--- src/rtl/ppu_quant_pkg.sv ---
// Shared definitions for the PPU quantizer: mode codes, FSM states and the
// lane/row/width defaults shared with the matrix-multiply controller.
package ppu_quant_pkg;
   localparam int VL_DEF    = 8;
   localparam int AD_DEF    = 8;
   localparam int ACC_W_DEF = 24;

   typedef enum logic [1:0] {
      MODE_INT8     = 2'd0,
      MODE_INT4     = 2'd1,
      MODE_INT4_VSQ = 2'd2,
      MODE_RSVD     = 2'd3
   } mode_e;

   typedef enum logic [1:0] {
      S_IDLE  = 2'd0,
      S_MAX   = 2'd1,
      S_SHIFT = 2'd2,
      S_CALC  = 2'd3
   } state_e;
endpackage

--- src/rtl/ppu_quant_if.sv ---
// PPU bus between the controller (master) and the quantizer (slave):
// tile-start/mode/accumulator rows in, output-RAM write port and status out.
interface ppu_quant_if #(
   parameter int VL     = 8,
   parameter int ACC_W  = 24,
   parameter int OUT_W  = 8,
   parameter int SF_W   = 5,
   parameter int ADDR_W = 16
);
   logic                  i_ppu_start;
   logic [1:0]            i_mode;
   logic [ACC_W*VL-1:0]   i_acc_data;
   logic                  o_wr_en;
   logic [ADDR_W-1:0]     o_wr_addr;
   logic [OUT_W*VL-1:0]   o_wr_data;
   logic [SF_W-1:0]       o_wr_sf;
   logic                  o_busy;
   logic                  o_done;
   logic                  o_err;

   modport master (
      output i_ppu_start, i_mode, i_acc_data,
      input  o_wr_en, o_wr_addr, o_wr_data, o_wr_sf, o_busy, o_done, o_err
   );

   modport slave (
      input  i_ppu_start, i_mode, i_acc_data,
      output o_wr_en, o_wr_addr, o_wr_data, o_wr_sf, o_busy, o_done, o_err
   );
endinterface

--- src/rtl/ppu_quant_lane_q.sv ---
// One accumulator lane: clamped |x| for max tracking, and shift/saturate of
// the stage-1 value. PPU_ROUND_EN adds round-half-up before the shift.
module ppu_lane_q
   import ppu_quant_pkg::*;
#(
   parameter int ACC_W = ACC_W_DEF,
   parameter int OUT_W = 8,
   parameter int SF_W  = 5
) (
   input  logic [ACC_W-1:0] i_x,
   output logic [ACC_W-1:0] o_abs,
   input  logic [ACC_W-1:0] i_xq,
   input  logic [SF_W-1:0]  i_sh,
   input  logic             i_q4,
   output logic [OUT_W-1:0] o_q
);
   localparam logic [ACC_W-1:0] MIN_NEG = {1'b1, {(ACC_W-1){1'b0}}};
   localparam logic [ACC_W-1:0] MAX_POS = {1'b0, {(ACC_W-1){1'b1}}};

   logic signed [ACC_W:0] w_ext, w_rnd, w_shr, w_hi, w_lo, w_sat;

   // The most negative value has no positive twin; clamp it
   always_comb begin
      o_abs = i_x;
      if (i_x == MIN_NEG)
         o_abs = MAX_POS;
      else if (i_x[ACC_W-1])
         o_abs = -i_x;
   end

   assign w_ext = {i_xq[ACC_W-1], i_xq};

`ifdef PPU_ROUND_EN
   logic signed [ACC_W:0] w_half;
   assign w_half = (i_sh == '0) ? '0 : ((ACC_W+1)'(1) << (i_sh - SF_W'(1)));
   assign w_rnd  = w_ext + w_half;
`else
   assign w_rnd  = w_ext;
`endif

   assign w_shr = w_rnd >>> i_sh;
   assign w_hi  = i_q4 ? (ACC_W+1)'(7) : (ACC_W+1)'(127);
   assign w_lo  = ~w_hi;

   always_comb begin
      w_sat = w_shr;
      if (w_shr > w_hi)
         w_sat = w_hi;
      else if (w_shr < w_lo)
         w_sat = w_lo;
   end

   assign o_q = w_sat[OUT_W-1:0];
endmodule

--- src/rtl/ppu_quant.sv ---
// PPU quantizer: per-tensor max pass + calc pass (INT8/INT4) or single-pass
// per-row VSQ, two-stage write pipeline into the output RAM.
module ppu_quant
   import ppu_quant_pkg::*;
#(
   parameter int VL     = VL_DEF,
   parameter int AD     = AD_DEF,
   parameter int ACC_W  = ACC_W_DEF,
   parameter int TILES  = 4,
   parameter int OUT_W  = 8,
   parameter int SF_W   = 5,
   parameter int ADDR_W = 16
) (
   input  logic      i_clk,
   input  logic      i_rst,
   ppu_quant_if.slave bus
);
   localparam int RW = (AD > 1) ? $clog2(AD) : 1;
   localparam int TW = (TILES > 1) ? $clog2(TILES) : 1;

   function automatic logic [SF_W-1:0] f_shift(input logic [ACC_W-1:0] a, input logic q4);
      logic [SF_W-1:0] bl, qm1;
      bl = '0;
      for (int i = 0; i < ACC_W; i++)
         if (a[i]) bl = SF_W'(i + 1);
      qm1 = q4 ? SF_W'(3) : SF_W'(7);
      return (bl > qm1) ? bl - qm1 : '0;
   endfunction

   state_e                    r_state, w_nxt;
   mode_e                     r_mode;
   logic                      r_strm, r_err;
   logic [RW-1:0]             r_row;
   logic [TW-1:0]             r_tile;
   logic [ACC_W-1:0]          r_amax, w_rmax, r_s1_rmax;
   logic [SF_W-1:0]           r_shift, w_sh, r_wr_sf;
   logic [2:1]                r_vld_pipe;
   logic                      w_vld0, w_start_ok, w_start_err, w_last_row, w_last_tile, w_q4;
   logic [VL-1:0][ACC_W-1:0]  w_abs, r_s1_data;
   logic [VL-1:0][OUT_W-1:0]  w_q, r_wr_data;
   logic [ADDR_W-1:0]         w_addr0, r_s1_addr, r_wr_addr;
   logic                      r_s1_last, r_done;

   // A start is only legal once the current tile's rows have all arrived
   assign w_start_ok  = bus.i_ppu_start & ~r_strm;
   assign w_start_err = bus.i_ppu_start & r_strm;
   assign w_last_row  = r_strm & (r_row == RW'(AD - 1));
   assign w_last_tile = (r_tile == TW'(TILES - 1));
   assign w_q4        = (r_mode == MODE_INT4) | (r_mode == MODE_INT4_VSQ);
   assign w_vld0      = (r_state == S_CALC) & r_strm;
   assign w_addr0     = ADDR_W'(r_tile) * ADDR_W'(AD) + ADDR_W'(r_row);

   always_comb begin
      w_nxt = r_state;
      case (r_state)
         S_IDLE:  if (w_start_ok) w_nxt = (bus.i_mode == MODE_INT4_VSQ) ? S_CALC : S_MAX;
         S_MAX:   if (w_last_row && w_last_tile) w_nxt = S_SHIFT;
         S_SHIFT: w_nxt = S_CALC;
         S_CALC:  if (w_last_row && w_last_tile) w_nxt = S_IDLE;
         default: w_nxt = S_IDLE;
      endcase
   end

   always_comb begin
      w_rmax = '0;
      for (int g = 0; g < VL; g++)
         if (w_abs[g] > w_rmax) w_rmax = w_abs[g];
   end

   always_ff @(posedge i_clk) begin
      if (i_rst) begin
         r_state <= S_IDLE;
         r_mode  <= MODE_INT8;
         r_strm  <= 1'b0;
         r_row   <= '0;
         r_tile  <= '0;
         r_amax  <= '0;
         r_shift <= '0;
         r_err   <= 1'b0;
      end else begin
         r_state <= w_nxt;
         if (w_start_err) r_err <= 1'b1;
         if (w_start_ok) begin
            r_strm <= 1'b1;
            r_row  <= '0;
            if (r_state == S_IDLE) begin
               r_mode <= mode_e'(bus.i_mode);
               r_amax <= '0;
            end
         end else if (r_strm) begin
            r_row <= r_row + 1'b1;
            if (w_last_row) begin
               r_strm <= 1'b0;
               r_tile <= w_last_tile ? '0 : r_tile + 1'b1;
            end
         end
         if (r_state == S_MAX && r_strm && w_rmax > r_amax) r_amax <= w_rmax;
         if (r_state == S_SHIFT) r_shift <= f_shift(r_amax, w_q4);
      end
   end

   // VSQ derives the shift from the row max carried alongside stage 1
   assign w_sh = (r_mode == MODE_INT4_VSQ) ? f_shift(r_s1_rmax, 1'b1) : r_shift;

   for (genvar g = 0; g < VL; g++) begin : g_lane
      ppu_lane_q #(.ACC_W(ACC_W), .OUT_W(OUT_W), .SF_W(SF_W)) u_lane (
         .i_x   (bus.i_acc_data[g*ACC_W +: ACC_W]),
         .o_abs (w_abs[g]),
         .i_xq  (r_s1_data[g]),
         .i_sh  (w_sh),
         .i_q4  (w_q4),
         .o_q   (w_q[g])
      );
   end

   always_ff @(posedge i_clk) begin
      if (i_rst) begin
         r_vld_pipe <= '0;
         r_s1_data  <= '0;
         r_s1_rmax  <= '0;
         r_s1_addr  <= '0;
         r_s1_last  <= 1'b0;
         r_wr_data  <= '0;
         r_wr_addr  <= '0;
         r_wr_sf    <= '0;
         r_done     <= 1'b0;
      end else begin
         r_vld_pipe <= {r_vld_pipe[1], w_vld0};
         r_done     <= r_vld_pipe[1] & r_s1_last;
         if (w_vld0) begin
            r_s1_data <= bus.i_acc_data;
            r_s1_rmax <= w_rmax;
            r_s1_addr <= w_addr0;
            r_s1_last <= w_last_row & w_last_tile;
         end
         if (r_vld_pipe[1]) begin
            r_wr_data <= w_q;
            r_wr_addr <= r_s1_addr;
            r_wr_sf   <= w_sh;
         end
      end
   end

   assign bus.o_wr_en   = r_vld_pipe[2];
   assign bus.o_wr_addr = r_wr_addr;
   assign bus.o_wr_data = r_wr_data;
   assign bus.o_wr_sf   = r_wr_sf;
   assign bus.o_done    = r_done;
   assign bus.o_err     = r_err;
   assign bus.o_busy    = (r_state != S_IDLE) | (|r_vld_pipe);
endmodule
--- src/flat_wrapper.sv ---
// flat-port wrapper written by rule: the top's interface ports become plain ports
module ppu_quant_flat import ppu_quant_pkg::*;
#(
   parameter int VL     = VL_DEF,
   parameter int AD     = AD_DEF,
   parameter int ACC_W  = ACC_W_DEF,
   parameter int TILES  = 4,
   parameter int OUT_W  = 8,
   parameter int SF_W   = 5,
   parameter int ADDR_W = 16
)
  (i_clk, i_rst, bus_i_ppu_start, bus_i_mode, bus_i_acc_data, bus_o_wr_en, bus_o_wr_addr, bus_o_wr_data, bus_o_wr_sf, bus_o_busy, bus_o_done, bus_o_err);
  ppu_quant_if #(.VL(VL), .ACC_W(ACC_W), .OUT_W(OUT_W), .SF_W(SF_W), .ADDR_W(ADDR_W)) bus_i ();
  input  logic i_clk;
  input  logic i_rst;
  input wire logic [$bits(bus_i.i_ppu_start)-1:0] bus_i_ppu_start;
  input wire logic [$bits(bus_i.i_mode)-1:0] bus_i_mode;
  input wire logic [$bits(bus_i.i_acc_data)-1:0] bus_i_acc_data;
  output wire logic [$bits(bus_i.o_wr_en)-1:0] bus_o_wr_en;
  output wire logic [$bits(bus_i.o_wr_addr)-1:0] bus_o_wr_addr;
  output wire logic [$bits(bus_i.o_wr_data)-1:0] bus_o_wr_data;
  output wire logic [$bits(bus_i.o_wr_sf)-1:0] bus_o_wr_sf;
  output wire logic [$bits(bus_i.o_busy)-1:0] bus_o_busy;
  output wire logic [$bits(bus_i.o_done)-1:0] bus_o_done;
  output wire logic [$bits(bus_i.o_err)-1:0] bus_o_err;
  assign bus_i.i_ppu_start = bus_i_ppu_start;
  assign bus_i.i_mode = bus_i_mode;
  assign bus_i.i_acc_data = bus_i_acc_data;
  assign bus_o_wr_en = bus_i.o_wr_en;
  assign bus_o_wr_addr = bus_i.o_wr_addr;
  assign bus_o_wr_data = bus_i.o_wr_data;
  assign bus_o_wr_sf = bus_i.o_wr_sf;
  assign bus_o_busy = bus_i.o_busy;
  assign bus_o_done = bus_i.o_done;
  assign bus_o_err = bus_i.o_err;
  ppu_quant #(.VL(VL), .AD(AD), .ACC_W(ACC_W), .TILES(TILES), .OUT_W(OUT_W), .SF_W(SF_W), .ADDR_W(ADDR_W)) u_core (.i_clk(i_clk), .i_rst(i_rst), .bus(bus_i));
endmodule
--- config.mk ---
export PLATFORM = sky130hd
export DESIGN_NAME = ppu_quant_flat
export DESIGN_NICKNAME = d
export VERILOG_FILES = /design/src/rtl/ppu_quant_pkg.sv /design/src/rtl/ppu_quant_if.sv /design/src/rtl/ppu_quant_lane_q.sv /design/src/rtl/ppu_quant.sv /design/src/flat_wrapper.sv
export SDC_FILE = /design/constraint.sdc
export NUM_CORES = 2
export LEC_CHECK = 0
export CAP_MARGIN = 5
export CORE_MARGIN = 2
export CORE_UTILIZATION = 40
export CTS_BUF_LIST = sky130_fd_sc_hd__clkbuf_16
export DETAILED_ROUTE_END_ITERATION = 12
export GPL_TIMING_DRIVEN = 1
export SLEW_MARGIN = 20
export SYNTH_ARGS = -nofsm -noshare
export SYNTH_HDL_FRONTEND = slang
export SYNTH_SLANG_ARGS = --single-unit
--- constraint.sdc ---
create_clock -name i_clk -period 42 [get_ports i_clk]
set_input_delay 12.6 -clock i_clk [delete_from_list [all_inputs] [get_ports i_clk]]
set_output_delay 12.6 -clock i_clk [all_outputs]
set_load 0.05 [all_outputs]
# Yosys cells after proc, flatten, opt, wreduce, memory -nomap -nowiden
# Index checks and enable logic that the tools add are counted.
dict set report word_totals {
  out_inout_bits 89
  register_bits 361
  elab_cells 229
  input_bits 197
}
dict set report classes {
  bitwise 11
  add_sub_neg 13
  shifts 8
  reduce_logical 13
  n_eq_ne 19
  muxes 107
  magnitude_cmp 27
}
# operator n
set ops {}
lappend ops {{$mux W24} 27}
lappend ops {{$gt A25 B8 Y1} 8}
lappend ops {{$lt A25 B25 Y1} 8}
lappend ops {{$sshr A24 B5 Y25} 8}
lappend ops {{$eq A24 B24 Y1 const B} 8}
lappend ops {{$gt A24 B24 Y1} 8}
lappend ops {{$neg A24 Y24} 8}
lappend ops {{$mux W8} 16}
lappend ops {{$mux W5} 23}
lappend ops {{$mux W4} 16}
lappend ops {{$mux W3} 9}
lappend ops {{$not A7 Y25} 1}
lappend ops {{$gt A24 B1 Y1 const B} 1}
lappend ops {{$mux W2} 9}
lappend ops {{$eq A2 B2 Y1 const B} 5}
lappend ops {{$pmux W2 S4} 1}
lappend ops {{$mux W7} 1}
lappend ops {{$add A5 B3 Y6} 1}
lappend ops {{$and A1 B1 Y1} 6}
lappend ops {{$reduce_and A3 Y1} 2}
lappend ops {{$reduce_bool A2 Y1} 3}
lappend ops {{$gt A5 B2 Y1 const B} 1}
lappend ops {{$gt A5 B5 Y1} 1}
lappend ops {{$mux W1} 5}
lappend ops {{14 further kinds} 22}

# Depth between registers and ports, before layout
dict set report depth {
  ltp_word 31
  ltp_mapped 137
  mapped_depth_nobuf 126
}

# Hierarchy
# From an unflattened synthesis, not the netlist that was laid out.
dict set report unflattened {
  cells_unflattened 5151
  hier_area_um2 39954.6
}
# mod seq_area_each_um2 cells_per_inst area_per_inst_um2 instances
set by_module_without_submodules {}
lappend by_module_without_submodules {ppu_quant 6786.5 2484 19507.5 1}
lappend by_module_without_submodules {{ppu_lane_q (u_core.g_lane[1].u_lane ...)} 0.0 342 2626.3 5}
lappend by_module_without_submodules {{ppu_lane_q (u_core.g_lane[0].u_lane ...)} 0.0 314 2419.8 2}
lappend by_module_without_submodules {{ppu_lane_q (u_core.g_lane[6].u_lane)} 0.0 329 2476.1 1}

# Least setup slack after synthesis
# Ideal clock, no wire load.
dict set report synth_path {
  path_type {in2reg}
  startpoint {input port bus_i_acc_data[26]}
  endpoint {register u_core.r_amax[11]}
  setup_time_ns 0.060
  path_slack_ns 8.116
  stages 127
  t_arrival_ns 33.824
  required_time_ns 41.940
  n_path_buf 15
  path_cell_list {or4_1 nor3_1 and3_1 nand3_1 clkbuf_1 buf_1 nand2_1 ha_1 a211oi_1 nand2_1 o311ai_0 o311a_1 nand2b_1 clkbuf_1 clkbuf_1 nor2_1 a21o_1 ha_1 [91 not listed] o221ai_1 inv_1 ha_1 a21oi_1 nor2b_1 o21ai_0 nand2b_1 a21oi_1 nor2b_1 o21ai_0 nand2b_1 a21oi_1 nor3_1 o2111ai_1 and3_1 clkbuf_1 clkbuf_1 a22o_1}
}
dict set report synth_between {
  elab_chain_len 21
  elab_cells_between_ends 24
  classes_between {add/sub (1); order compare (8); eq/ne (1); mux (10); reduce/logical (4)}
}
# item line_no
set synth_rtl {}
lappend synth_rtl {{start: declaration} flat_wrapper.sv:18} ;# input wire logic [$bits(bus_i.i_acc_data)-1:0] bus_i_acc_data;
lappend synth_rtl {{$neg A24 Y24} ppu_quant_lane_q.sv:28} ;# o_abs = -i_x;
lappend synth_rtl {{$mux W24} ppu_quant_lane_q.sv:27} ;# else if (i_x[ACC_W-1])
lappend synth_rtl {{$mux W24 *} ppu_quant_lane_q.sv:25} ;# if (i_x == MIN_NEG)
lappend synth_rtl {{$gt A24 B24 Y1} ppu_quant.sv:67} ;# if (w_abs[g] > w_rmax) w_rmax = w_abs[g];
lappend synth_rtl {{$mux W24 *} ppu_quant.sv:67}
lappend synth_rtl {{$gt A24 B24 Y1} ppu_quant.sv:67}
lappend synth_rtl {{$mux W24 *} ppu_quant.sv:67}
lappend synth_rtl {{$gt A24 B24 Y1} ppu_quant.sv:67}
lappend synth_rtl {{[6 not listed]} --}
lappend synth_rtl {{$mux W24 *} ppu_quant.sv:67}
lappend synth_rtl {{$gt A24 B24 Y1} ppu_quant.sv:67}
lappend synth_rtl {{$mux W24 *} ppu_quant.sv:67}
lappend synth_rtl {{net u_core.w_rmax[9]} ppu_quant.sv:35} ;# logic [ACC_W-1:0] r_amax, w_rmax, r_s1_rmax;
lappend synth_rtl {{$gt A24 B24 Y1 *} ppu_quant.sv:97} ;# if (r_state == S_MAX && r_strm && w_rmax > r_amax) r_amax <= w_rmax;
lappend synth_rtl {{$logic_and A1 B1 Y1 *} ppu_quant.sv:97}
lappend synth_rtl {{$reduce_bool A2 Y1 (no source line)} --}
lappend synth_rtl {{$reduce_and A2 Y1 (no source line)} --}
lappend synth_rtl {{end signal: assignment} ppu_quant.sv:97}
lappend synth_rtl {{end: declaration} ppu_quant.sv:35}
# The timed path passes the listed nets; every way through them passes the cells marked *.
# A chain may end at the register's enable or synchronous reset.

# Worst setup path after layout
dict set report layout_path {
  startpoint {input port bus_i_acc_data[26]}
  endpoint {register u_core.r_amax[21]}
}
# The elaborated chain is that of the path after synthesis.

==> flow_summary.json <==
{
  "status": "finished, final reports clean",
  "wire_per_inst_um": 24.4,
  "vias_per_cell": 6.26,
  "cap_viol_max_count": 0,
  "dieWidth_um": 306,
  "place.gp.congestion": 1.02,
  "period_share_pct": 91.2,
  "grt_pass1_wl_mm": 227,
  "grt_busiest_layer": "met1",
  "ys_top_cells_by_count": "nand2_1, a21oi_1, nor2_1",
  "finalWorstSetupSlack_ns": 3.71,
  "ys_seq_area_share_pct": 18.6,
  "slowest_delay_ns": 0.90,
  "fin_tns_setup_ns": 0,
  "first_global_vias": 35700,
  "yosysTopAreaCellShare_pct": 18.6,
  "grt_start_max_net_pins": 99,
  "synth_area_leaders": "dfxtp_1, ha_1, nand2_1",
  "syn_avg_cell_area_um2": 7.31,
  "ctsHoldBuffers": 0,
  "syn2layout_area_growth_pct": 13.4,
  "met2_usage_pct": 44.4,
  "io_pins": 286,
  "cts_resized": 0,
  "crit_buf_inv": 9,
  "clock_latency_ns": 0.62,
  "hold_viol_final": 0,
  "final_cell_count_no_fill": 6248,
  "dr.pass1.iters": 6,
  "final_max_slew_viol_count": 0,
  "worst_path_max_delay_cell": "a21o_1",
  "core_area_um2": 90300,
  "fmax_mhz": 26.1,
  "use_met1_pct": 47.4,
  "pre_cts_ws_ns": 3.64,
  "p_switching_mw": 2.07,
  "clk_path_buf_depth": 3,
  "numCtsBuffers": 40,
  "end_kind": "register",
  "cts_tree": "yes",
  "ys_ff_latch": 339,
  "dr_total_vias": 39100,
  "crit_family": "compound AO/OA/AOI/OAI gates",
  "die_area_um2": 93800,
  "static-leakage-power_nw": 16.1,
  "power_mw": 3.65,
  "rsz0062_at_grt": "no",
  "portBuffers": 274,
  "synth_cell_types": 110,
  "clockPowerShare_pct": 10.6,
  "yosysWarnings": 0,
  "critPathKind": "in2reg",
  "synthFlopType": "dfxtp_1",
  "detail-route-antenna-nets": 0,
  "antenna_found_initial": 5,
  "drive_gt1_share_pct": 6.73,
  "cp_max_fo": 36,
  "place_area_um2": 40000,
  "met3_usage_pct": 5.56,
  "power_frac_comb_pct": 79.4,
  "post_cts_buffers": 0,
  "htreeDepth": 2,
  "synth_edf_count": 0,
  "synth-async-reset-ratio_pct": 0,
  "grt_overflow": 0,
  "crit_arrival_ns": 38.86,
  "drtIter0Drc": 4747,
  "netlist_area_um2": 36500,
  "critPathRequiredTime_ns": 42.56,
  "dp_cells": 6172,
  "hold_ws_ns": 0.446,
  "power.share.switching_pct": 56.8,
  "routed_wl_mm": 153,
  "fin_util_pct": 45.9,
  "maxSlewHeadroom_pct": 27.5,
  "fin_skew_ns": 0.0305,
  "die_height_um": 306,
  "period_needed_ns": 38.29,
  "drc": 0,
  "path_clk_slew_ns": 0.06,
  "synth_cells": 5001,
  "cts_sinks": 339,
  "nets": 5518,
  "powerDensity_nw_per_um2": 88.0,
  "fin_area_um2": 41400,
  "synth_top_area_cell": "dfxtp_1",
  "power.internal_mw": 1.57,
  "num_rows": 110,
  "num-fill-cells": 9294,
  "peakVddDrop_v": 0.0000970,
  "yosysMostFrequentCell": "nand2_1",
  "track_usage_pct": 31.3,
  "start_kind": "input pin",
  "finalSetupViolCount": 0,
  "clock-root-buffer": "clkbuf_16",
  "hp-class": "reg2reg",
  "power_frac_seq_pct": 10.0,
  "hpwl_mm": 120,
  "worstMarginPinSlew_ns": 1.09,
  "initial_core_util_pct": 40.5
}
==> layer usage <==
layer  wire length (um)  share of wire (%)  vias up
li1                   -                  -    18400
met1              72500                 48    18700
met2              61700                 40     1865
met3              14000                9.2      217
met4               4350                2.9        2
met5                 13             0.0085        -
==> final cells by class <==
| class | instances | area (um2) | share of cell area, % |
|---|---|---|---|
| multi-input combinational | 4133 | 27800 | 67.1 |
| sequential | 339 | 6790 | 16.4 |
| timing repair buffer | 338 | 3230 | 7.79 |
| tap | 1176 | 1470 | 3.55 |
| clock buffer | 40 | 1000 | 2.42 |
| inverter | 186 | 698 | 1.68 |
| clock inverter | 32 | 440 | 1.06 |
| antenna | 4 | 10.0 | 0.0242 |
==> final timing paths <==
| check | startpoint | to | slack (ns) | depth (start not counted) |
|---|---|---|---|---|
| setup / recovery | bus_i_acc_data[26] | u_core.r_amax[21] | 3.71 | 116 |
| hold / removal | u_core.r_s1_last | u_core.r_s1_last | 0.45 | 2 |
| setup reg to reg | u_core.r_s1_rmax[0] | u_core.bus.o_wr_data[38] | 33.63 | 31 |
| hold reg to reg | u_core.r_s1_last | u_core.r_s1_last | 0.45 | 2 |
==> logic make-up (layout without fill, tap and decap cells) <==
group	after synthesis	in the layout	share of synthesized area, %
mux	377	377	13.2
compound gates	1397	1397	25.4
other cells	1	15	0.0103
xor+xnor	145	145	3.48
buf+inv	539	596	5.76
simple gates	1920	1920	23.9
fa+ha+maj	283	283	9.69
flops	339	339	18.6
==> worst min-delay path, delay by kind of cell, from the launching register on <==
| family | cells | cell delay (ns) |
|---|---|---|
| and+or+nand+nor | 1 | 0.05 |
| AOI/OAI and AO/OA | 1 | 0.05 |
| DFF | 1 | 0.30 |
==> sequential cells by signal, indices dropped and copies added (netlist names) <==
name / count
u_core.r_row: 3
u_core.r_tile: 2
u_core.r_shift: 5
u_core.r_s1_last: 1
u_core.bus.o_err: 1
u_core.bus.o_wr_data: 64
u_core.r_s1_addr: 5
u_core.r_s1_data: 192
u_core.bus.o_wr_sf: 5
u_core.r_strm: 1
u_core.bus.o_done: 1
u_core.r_amax: 24
u_core.r_vld_pipe: 2
u_core.r_s1_rmax: 24
u_core.r_state: 2
u_core.r_mode: 2
u_core.bus.o_wr_addr: 5
==> cell usage in the layout (no fill, tap or decap), types with 33 or more instances in the layout <==
cell	n
a21oi_1	444
nor2b_1	46
xor2_1	113
o22ai_1	36
o211ai_1	78
nand2_1	897
nand3_1	171
clkbuf_16	40
mux2i_1	267
ha_1	283
nor3_1	79
mux4_2	80
a211oi_1	93
nand4_1	59
dfxtp_1	338
a31oi_1	55
nor2_1	370
nor4_1	33
clkdlybuf4s50_1	273
o41ai_1	42
nand2b_1	53
buf_4	64
o21ai_0	216
o31ai_1	48
and3_1	39
inv_1	189
a21o_1	54
==> power by group through the flow <==
stage | clock network, mW | logic, mW | registers (mW)
floorplan | 0 | 2.01 | 0.369
global placement | 0 | 2.82 | 0.371
detailed placement | 0 | 2.80 | 0.371
CTS | 0.392 | 2.82 | 0.364
global route | 0.405 | 3.14 | 0.368
finish | 0.386 | 2.89 | 0.365
(Power assumes the default switching activity.)
